--- src/rtl/countdown_timer.sv ---
// Two-digit BCD round-clock countdown timer: loads a start value, counts down on
// each tick, supports pause toggle, saturating bonus time and expiry reporting.
module countdown_timer #(
    parameter logic [7:0] START_BCD = 8'h60,
    parameter logic [7:0] BONUS_BCD = 8'h05,
    parameter logic [7:0] WARN_BCD  = 8'h10
) (
    input  logic       clk,
    input  logic       reset,
    input  logic       tick,
    input  logic       start,
    input  logic       pause,
    input  logic       bonus,
    output logic [3:0] tens,
    output logic [3:0] ones,
    output logic       running,
    output logic       paused,
    output logic       expired,
    output logic       done,
    output logic       warn
);

    typedef enum logic [1:0] {
        IDLE  = 2'd0,
        RUN   = 2'd1,
        PAUSE = 2'd2,
        DONE  = 2'd3
    } state_t;

    state_t     state_r;
    state_t     state_s;
    logic [7:0] value_r;
    logic [7:0] value_s;
    logic       done_r;
    logic       done_s;
    logic [7:0] sum_s;
    logic [7:0] dec_tick_s;
    logic [7:0] dec_both_s;

    // Packed-BCD add with decimal carry; any result above 99 saturates to 99.
    function automatic logic [7:0] bcd_add_sat(input logic [7:0] a, input logic [7:0] b);
        logic [4:0] o;
        logic [4:0] t;
        logic [7:0] r;
        o = {1'b0, a[3:0]} + {1'b0, b[3:0]};
        t = {1'b0, a[7:4]} + {1'b0, b[7:4]};
        if (o > 5'd9) begin
            o = o - 5'd10;
            t = t + 5'd1;
        end else begin
            o = o;
        end
        if (t > 5'd9) begin
            r = 8'h99;
        end else begin
            r = {t[3:0], o[3:0]};
        end
        return r;
    endfunction

    // Packed-BCD decrement by one with borrow, clamped at 00.
    function automatic logic [7:0] bcd_dec(input logic [7:0] a);
        logic [7:0] r;
        if (a == 8'h00) begin
            r = 8'h00;
        end else if (a[3:0] == 4'd0) begin
            r = {a[7:4] - 4'd1, 4'd9};
        end else begin
            r = {a[7:4], a[3:0] - 4'd1};
        end
        return r;
    endfunction

    assign sum_s      = bcd_add_sat(value_r, BONUS_BCD);
    assign dec_tick_s = bcd_dec(value_r);
    assign dec_both_s = bcd_dec(sum_s);

    // Next-state and next-value logic; start beats pause beats tick/bonus.
    always_comb begin
        state_s = state_r;
        value_s = value_r;
        done_s  = 1'b0;
        case (state_r)
            IDLE: begin
                state_s = start ? RUN : IDLE;
                value_s = START_BCD;
            end
            RUN: begin
                if (start) begin
                    value_s = START_BCD;
                end else if (pause) begin
                    state_s = PAUSE;
                end else if (tick && bonus) begin
                    value_s = dec_both_s;
                    state_s = (dec_both_s == 8'h00) ? DONE : RUN;
                end else if (tick) begin
                    value_s = dec_tick_s;
                    state_s = (dec_tick_s == 8'h00) ? DONE : RUN;
                end else if (bonus) begin
                    value_s = sum_s;
                end else begin
                    value_s = value_r;
                end
            end
            PAUSE: begin
                if (start) begin
                    state_s = RUN;
                    value_s = START_BCD;
                end else if (pause) begin
                    state_s = RUN;
                end else if (bonus) begin
                    value_s = sum_s;
                end else begin
                    value_s = value_r;
                end
            end
            DONE: begin
                if (start) begin
                    state_s = RUN;
                    value_s = START_BCD;
                end else begin
                    value_s = 8'h00;
                end
            end
            default: begin
                state_s = IDLE;
                value_s = START_BCD;
            end
        endcase
        if ((state_s == DONE) && (state_r != DONE)) begin
            done_s = 1'b1;
        end else begin
            done_s = 1'b0;
        end
    end

    // State, value and done-pulse registers.
    always_ff @(posedge clk or posedge reset) begin
        if (reset) begin
            state_r <= IDLE;
            value_r <= START_BCD;
            done_r  <= 1'b0;
        end else begin
            state_r <= state_s;
            value_r <= value_s;
            done_r  <= done_s;
        end
    end

    assign tens    = value_r[7:4];
    assign ones    = value_r[3:0];
    assign running = (state_r == RUN);
    assign paused  = (state_r == PAUSE);
    assign expired = (state_r == DONE);
    assign done    = done_r;
    // Valid BCD orders the same as binary, so a plain compare is a BCD compare.
    assign warn    = ((state_r == RUN) || (state_r == PAUSE)) && (value_r <= WARN_BCD);

endmodule

--- config.mk ---
export PLATFORM = sky130hd
export DESIGN_NAME = countdown_timer
export DESIGN_NICKNAME = d
export VERILOG_FILES = /design/src/rtl/countdown_timer.sv
export SDC_FILE = /design/constraint.sdc
export NUM_CORES = 1
export LEC_CHECK = 0
export ABC_AREA = 1
export ABC_CLOCK_PERIOD_IN_PS = 4200
export BUFFER_PORTS_ARGS = -buffer_cell sky130_fd_sc_hd__buf_2
export CAP_MARGIN = 10
export CORE_MARGIN = 8
export CORE_UTILIZATION = 55
export DETAILED_ROUTE_END_ITERATION = 10
export GPL_ROUTABILITY_DRIVEN = 0
export GPL_TIMING_DRIVEN = 0
export PLACE_DENSITY = 0.86
export SLEW_MARGIN = 20
export SYNTH_ARGS = -nofsm -noshare
export SYNTH_HDL_FRONTEND = slang
export SYNTH_SLANG_ARGS = --single-unit
--- constraint.sdc ---
create_clock -name clk -period 4.2 [get_ports clk]
set_clock_uncertainty 0.05 [all_clocks]
set_input_delay 0.42 -clock clk [delete_from_list [all_inputs] [get_ports clk]]
set_output_delay 0.42 -clock clk [all_outputs]
set_load 0.01 [all_outputs]
==> results.json, run 1 <==
{
  "netlist_instances": 302,
  "maxCapViolCount": 0,
  "crit_path_end_kind": "flip-flop",
  "p_leak_uw": 0.00111,
  "antenna_found_initial": 0,
  "status": "completed",
  "yosys_register_bits": 11,
  "syn-num-nets": 322,
  "hpwl_um": 3840,
  "p_per_area_nw_per_um2": 631,
  "rows": 21,
  "grt_setup_unrepaired": "false",
  "core-area_um2": 3280,
  "die_area_um2": 5450,
  "clockBufferDepth": 2,
  "avgViaCountPerCell": 5.45,
  "antennaDiodeCount": 0,
  "antenna_left": 0,
  "ios": 19,
  "clk_pin_slew_ns": 0.06,
  "postCtsSetupBuffers": 0,
  "avgSynthCellArea_um2": 6.09,
  "numCtsBuffers": 3,
  "min_period_over_period": 0.908,
  "tns_ns": 0,
  "worst_pin_slew_ns": 0.503,
  "path_class": "flip-flop to flip-flop",
  "crit_required_ns": 4.27,
  "hold_violations": 0,
  "drive_gt1_frac": 0.173,
  "fin_worst_hold_slack_ns": 0.0598,
  "r2r_cells": 29,
  "crit_fanout": 10,
  "vias": 2011,
  "drt_iter0_drc": 145,
  "vdd_drop_max_uv": 324,
  "h-tree-depth": 1,
  "die-width_um": 73.9,
  "slew_violations": 0,
  "synthDistinctLibCells": 37,
  "cts-root-buf": "clkbuf_4",
  "clock.fmax_mhz": 262,
  "clock_latency_ns": 0.27,
  "setup.worst_path.start_class": "flip-flop",
  "fin_nets": 344,
  "r2r_start": "value_r[0]$_DFFE_PP0P_",
  "cts_tree": "yes",
  "relSlewSlack": 0.662,
  "fin_crit_ns": 3.81,
  "drc": 0,
  "grt_pass1_wl_um": 7720,
  "portBuffers": 17,
  "r2r_slack_ns": 0.39,
  "start_util": 0.560,
  "cp.arrival_ns": 3.88,
  "path_common_cell": "nand2_1",
  "syn-cell-area_um2": 1840,
  "wl_um": 4760,
  "detail_route.wl_per_cell_um": 12.9,
  "setup_violations": 0,
  "firstDrtPassIters": 5,
  "grt_max_degree": 12,
  "die_y_um": 73.9,
  "grt_pass1_vias": 1739,
  "cts_hold_buffers": 0,
  "track_usage": 0.179,
  "cts_resized": 0,
  "path_delay_family": "simple AND/OR/NAND/NOR gates",
  "rr_endpoint": "value_r[3]$_DFFE_PP0P_",
  "ys_warn_count": 0,
  "hold_class": "input port to asynchronous set/reset pin",
  "ys_seq_area_frac": 0.151,
  "syn_to_final_growth_pct": 9.18,
  "cts_sinks": 11,
  "cpMaxStageDelayCell": "dfrtp_1",
  "cp_num_buf_inv": 4,
  "slowest_delay_ns": 0.48,
  "grt_overflow_total": 0
}
[stage by stage]
stage          instances  worst slack [ns]   util  power (uW)  instance area (um2)
5_1_grt              369            0.0427  0.612        1390                 2010
3_3_place_gp         365             0.529  0.604        1160                 1980
6_report             369             0.388  0.612        1270                 2010
4_1_cts              369             0.459  0.612        1260                 2010
3_5_place_dp         365             0.479  0.604        1180                 1980
2_1_floorplan        302             0.952      -         960                 1840
[worst max path at each step]
stage	start	endpoint	slack, ns	cells after the start
after floorplan	value_r[0]$_DFFE_PP0P_	state_r[1]$_DFF_PP0_	0.95	29
after global placement	value_r[0]$_DFFE_PP0P_	done$_DFF_PP0_	0.53	27
after detailed placement	value_r[0]$_DFFE_PP0P_	state_r[1]$_DFF_PP0_	0.48	29
after CTS	value_r[0]$_DFFE_PP0P_	state_r[1]$_DFF_PP0_	0.46	29
after global routing	value_r[0]$_DFFE_PP0P_	state_r[1]$_DFF_PP0_	0.04	29
final	value_r[0]$_DFFE_PP0P_	value_r[3]$_DFFE_PP0P_	0.39	29
[per-layer routing]
metal | track usage | up-vias | share of wire
li1 | - | 1022 | -
met1 | 0.231 | 872 | 0.45
met2 | 0.288 | 105 | 0.44
met3 | 0.0232 | 12 | 0.080
met4 | 0.0732 | 0 | 0.025
met5 | 0 | - | 0
[state kept, by name (all words and copies together) (netlist names)]
| name | cells |
|---|---|
| done | 1 |
| state_r | 2 |
| value_r | 8 |
[worst reg2reg max path: cells and delay by family, from the launching register on]
kind            cells  cell delay (ns)
compound gates      3             0.28
fa+ha+maj           3             0.69
buf+inv             4             0.31
flops               1             0.48
simple gates       19             1.84
[area by class of cell]
type	count	area, um2
clock buffer	4	26.3
sequential	11	278
multi-input combinational	239	1370
buffer	3	12.5
inverter	49	184
fill	317	1270
tap	46	57.6
timing repair buffer	17	85.1
[power breakdown]
| group | internal, uW | total (uW) | switching [uW] |
|---|---|---|---|
| combinational | 341 | 1020 | 676 |
| sequential | 141 | 184 | 42.1 |
| clock | 36.7 | 67.9 | 31.2 |
| total | 519 | 1270 | 749 |
[cell usage in the layout, fill, tap and decap left out, drive strengths merged]
master	instances
a31oi	1
dfrtp	9
clkbuf	6
inv	49
nand3b	1
nand3	24
a21oi	15
nor3	1
o2111ai	1
ha	14
o21ai	34
nand4	5
dfstp	2
o21a	1
or2	2
xnor2	1
nor2	31
a32oi	1
o22ai	2
buf	18
a2111oi	1
nand2	96
a211oi	1
o211ai	4
nor4	1
xor2	2
[Yosys cell counts]
cell       number  area share
inv_1          44       0.090
a32oi_1         1      0.0048
nor2_1         27       0.055
o2111ai_1       1      0.0048
a21oi_1        15       0.041
nand2_1        79        0.16
nor2_2          2      0.0068
o211ai_1        4       0.016
or2_2           1      0.0034
inv_2           5       0.010
xnor2_1         1      0.0048
nand2_4         9       0.055
nor3_1          1      0.0027
dfstp_2         2       0.029
a31oi_1         1      0.0034
ha_1           14       0.095
clkbuf_1        2      0.0041
buf_2           1      0.0027
o22ai_1         2      0.0068
a2111oi_0       1      0.0048
or2_1           1      0.0034
o21a_1          1      0.0041
nand3_2         4       0.022
a211oi_1        1      0.0041
nor4_1          1      0.0034
o21ai_0        30       0.082
nand4_1         5       0.017
nor2_4          2       0.012
xor2_1          2      0.0095
nand3b_1        1      0.0041
o21ai_4         1      0.0088
nand3_1        20       0.054
o21ai_2         1      0.0048
nand2_8         2       0.022
nand2_2         6       0.020
dfrtp_1         9        0.12
o21ai_1         2      0.0054
[kinds of logic (layout without fill, tap and decap cells)]
kind of cell,count (synthesis),after routing,share of synthesized area
buffers and inverters,52,73,0.107
XOR/XNOR,3,3,0.0143
AO/OA/AOI/OAI,61,61,0.190
flip-flops,11,11,0.151
adder cells (fa/ha/maj),14,14,0.0952
AND/OR/NAND/NOR,161,161,0.443
(Power assumes the default switching activity.)
==> run 2, diff against run 1 <==
--- a/config.mk
+++ b/config.mk
@@ -15,6 +15,7 @@
 export GPL_ROUTABILITY_DRIVEN = 0
 export GPL_TIMING_DRIVEN = 0
 export PLACE_DENSITY = 0.86
+export RECOVER_POWER = 100
 export SLEW_MARGIN = 20
 export SYNTH_ARGS = -nofsm -noshare
 export SYNTH_HDL_FRONTEND = slang
==> run 2 against run 1 <==
Effect of this change:
- sequential share of layout area grew 0.095 points
- fmax shrank 1.4%
- via count grew 0.90%
- count of clock-buffer cells in the layout is the same
- global-route usage is the same
- hold slack is essentially flat
- non-clock buffer count is the same
- core utilization shrank 0.42 points
- sequential power is essentially flat
- critical endpoint is now state_r[1]$_DFF_PP0_
==> results.json, run 2 (same netlist as run 1, synthesis figures left out) <==
{
  "drc": 0,
  "path_class": "flip-flop to flip-flop",
  "hpwl_um": 3840,
  "path_common_cell": "nand2_1",
  "postCtsSetupBuffers": 0,
  "avgViaCountPerCell": 5.50,
  "status": "completed",
  "tns_ns": 0,
  "cts_sinks": 11,
  "cp.arrival_ns": 4.00,
  "antenna_found_initial": 0,
  "die_area_um2": 5450,
  "fin_nets": 344,
  "p_per_area_nw_per_um2": 631,
  "worst_pin_slew_ns": 0.491,
  "cts_resized": 0,
  "portBuffers": 17,
  "hold_violations": 0,
  "ios": 19,
  "cp_num_buf_inv": 5,
  "clock.fmax_mhz": 259,
  "layout_common_cells": "nand2_1 (79), inv_1 (45), o21ai_0 (30), nor2_1 (27), nand3_1 (20)",
  "h-tree-depth": 1,
  "vdd_drop_max_uv": 318,
  "fin_crit_ns": 3.87,
  "clockBufferDepth": 2,
  "grt_pass1_wl_um": 7720,
  "die-width_um": 73.9,
  "vias": 2029,
  "cp.depth": 27,
  "grt_max_degree": 12,
  "design_area_um2": 2000,
  "placed_cells": 365,
  "setup_violations": 0,
  "track_usage": 0.179,
  "antennaDiodeCount": 0,
  "rows": 21,
  "hold_class": "input port to asynchronous set/reset pin",
  "maxCapViolCount": 0,
  "crit_path_end_kind": "flip-flop",
  "route.met3.wl_um": 416,
  "highest_layer": "met4",
  "grt_pass1_vias": 1739,
  "die_y_um": 73.9,
  "crit_fanout": 10,
  "antenna_left": 0,
  "finalNonFillerCells": 369,
  "met2_length_um": 2120,
  "syn_to_final_growth_pct": 8.43,
  "grt_overflow_total": 0,
  "firstDrtPassIters": 5,
  "placed_cell_area_um2": 1980,
  "regMostFlops": "value_r",
  "wl_um": 4770,
  "grt_setup_unrepaired": "false",
  "largest_register_ffs": 8,
  "cts_tree": "yes",
  "numCtsBuffers": 3,
  "slowest_delay_ns": 0.48,
  "cpMaxStageDelayCell": "dfrtp_1",
  "utilization": 0.608,
  "p_leak_uw": 0.00107,
  "detail_route.wl_per_cell_um": 12.9,
  "core-area_um2": 3280,
  "layout_commonest_cell": "nand2_1",
  "path_delay_family": "simple AND/OR/NAND/NOR gates",
  "clock_latency_ns": 0.27,
  "drt_iter0_drc": 125,
  "min_period_over_period": 0.920,
  "r2r_cells": 27,
  "setup.worst_path.start_class": "flip-flop",
  "cts_hold_buffers": 0,
  "wl_met1_um": 2100,
  "crit_required_ns": 4.34,
  "slew_violations": 0,
  "cts-root-buf": "clkbuf_4",
  "start_util": 0.560,
  "clk_pin_slew_ns": 0.06,
  "drive_gt1_frac": 0.133,
  "relSlewSlack": 0.670
}
run 2: changes by cell type in the layout (fill, tap and decap cells not counted), sizes merged:
| cell | delta |
|---|---|
| clkbuf | +11 |
| buf | -11 |
run 2: through the flow:
| step | hold WS, ns | worst slack, ns | power (uW) |
|---|---|---|---|
| 6_report | 0.0598 | 0.335 | 1260 |
| 5_1_grt | 0.0973 | 0.0273 | 1380 |
| 4_1_cts | 0.0541 | 0.459 | 1260 |
| 3_5_place_dp | 0.361 | 0.479 | 1180 |
| 3_3_place_gp | 0.349 | 0.529 | 1160 |
| 2_1_floorplan | 0.221 | 0.952 | 960 |
run 2: layout make-up:
cell class                 count  area (um2)
multi-input combinational    239        1370
fill                         326        1290
sequential                    11         278
inverter                      49         184
timing repair buffer          17        71.3
tap                           46        57.6
clock buffer                   4        26.3
buffer                         3        12.5
run 2: worst register-to-register path, cell delays in order (launching register included):
cell and delay [ns]:
dfrtp_1 0.48, inv_1 0.23, ha_1 0.37, inv_1 0.06, ha_1 0.21, nand2_1 0.07, nand2_1 0.06, inv_2 0.09
nand2_8 0.08, nand2_8 0.13, nand2_4 0.05, nand2_2 0.11, nand2_1 0.08, nand2_2 0.07, nand2_1 0.08, nor2_1 0.17
ha_1 0.20, inv_1 0.08, nor2_4 0.16, inv_1 0.09, nor2_4 0.16, or2_1 0.14, nand2_1 0.05, nor2_1 0.09
nand3_1 0.11, nand2_1 0.07, nand2_1 0.07, a21oi_1 0.16
run 2: worst paths after layout:
check	start	endpoint	slack, ns
setup reg to reg	value_r[0]$_DFFE_PP0P_	state_r[1]$_DFF_PP0_	0.33
max in group asynchronous	reset	value_r[6]$_DFFE_PP1P_	3.73
setup / recovery	value_r[0]$_DFFE_PP0P_	state_r[1]$_DFF_PP0_	0.33
hold / removal	reset	value_r[1]$_DFFE_PP0P_	0.06
hold reg to reg	state_r[1]$_DFF_PP0_	done$_DFF_PP0_	0.57
min in group clk	pause	state_r[0]$_DFF_PP0_	0.52
run 2: per-layer routing:
metal,track usage,up-vias
met4,0.0732,0
met2,0.288,109
met5,0,-
li1,-,1027
met3,0.0232,10
met1,0.231,883
run 2: power breakdown:
group	total, uW	switching, uW	internal, uW
Sequential	183	42.5	140
Clock	68.0	31.3	36.7
Combinational	1010	676	334
Total	1260	749	510
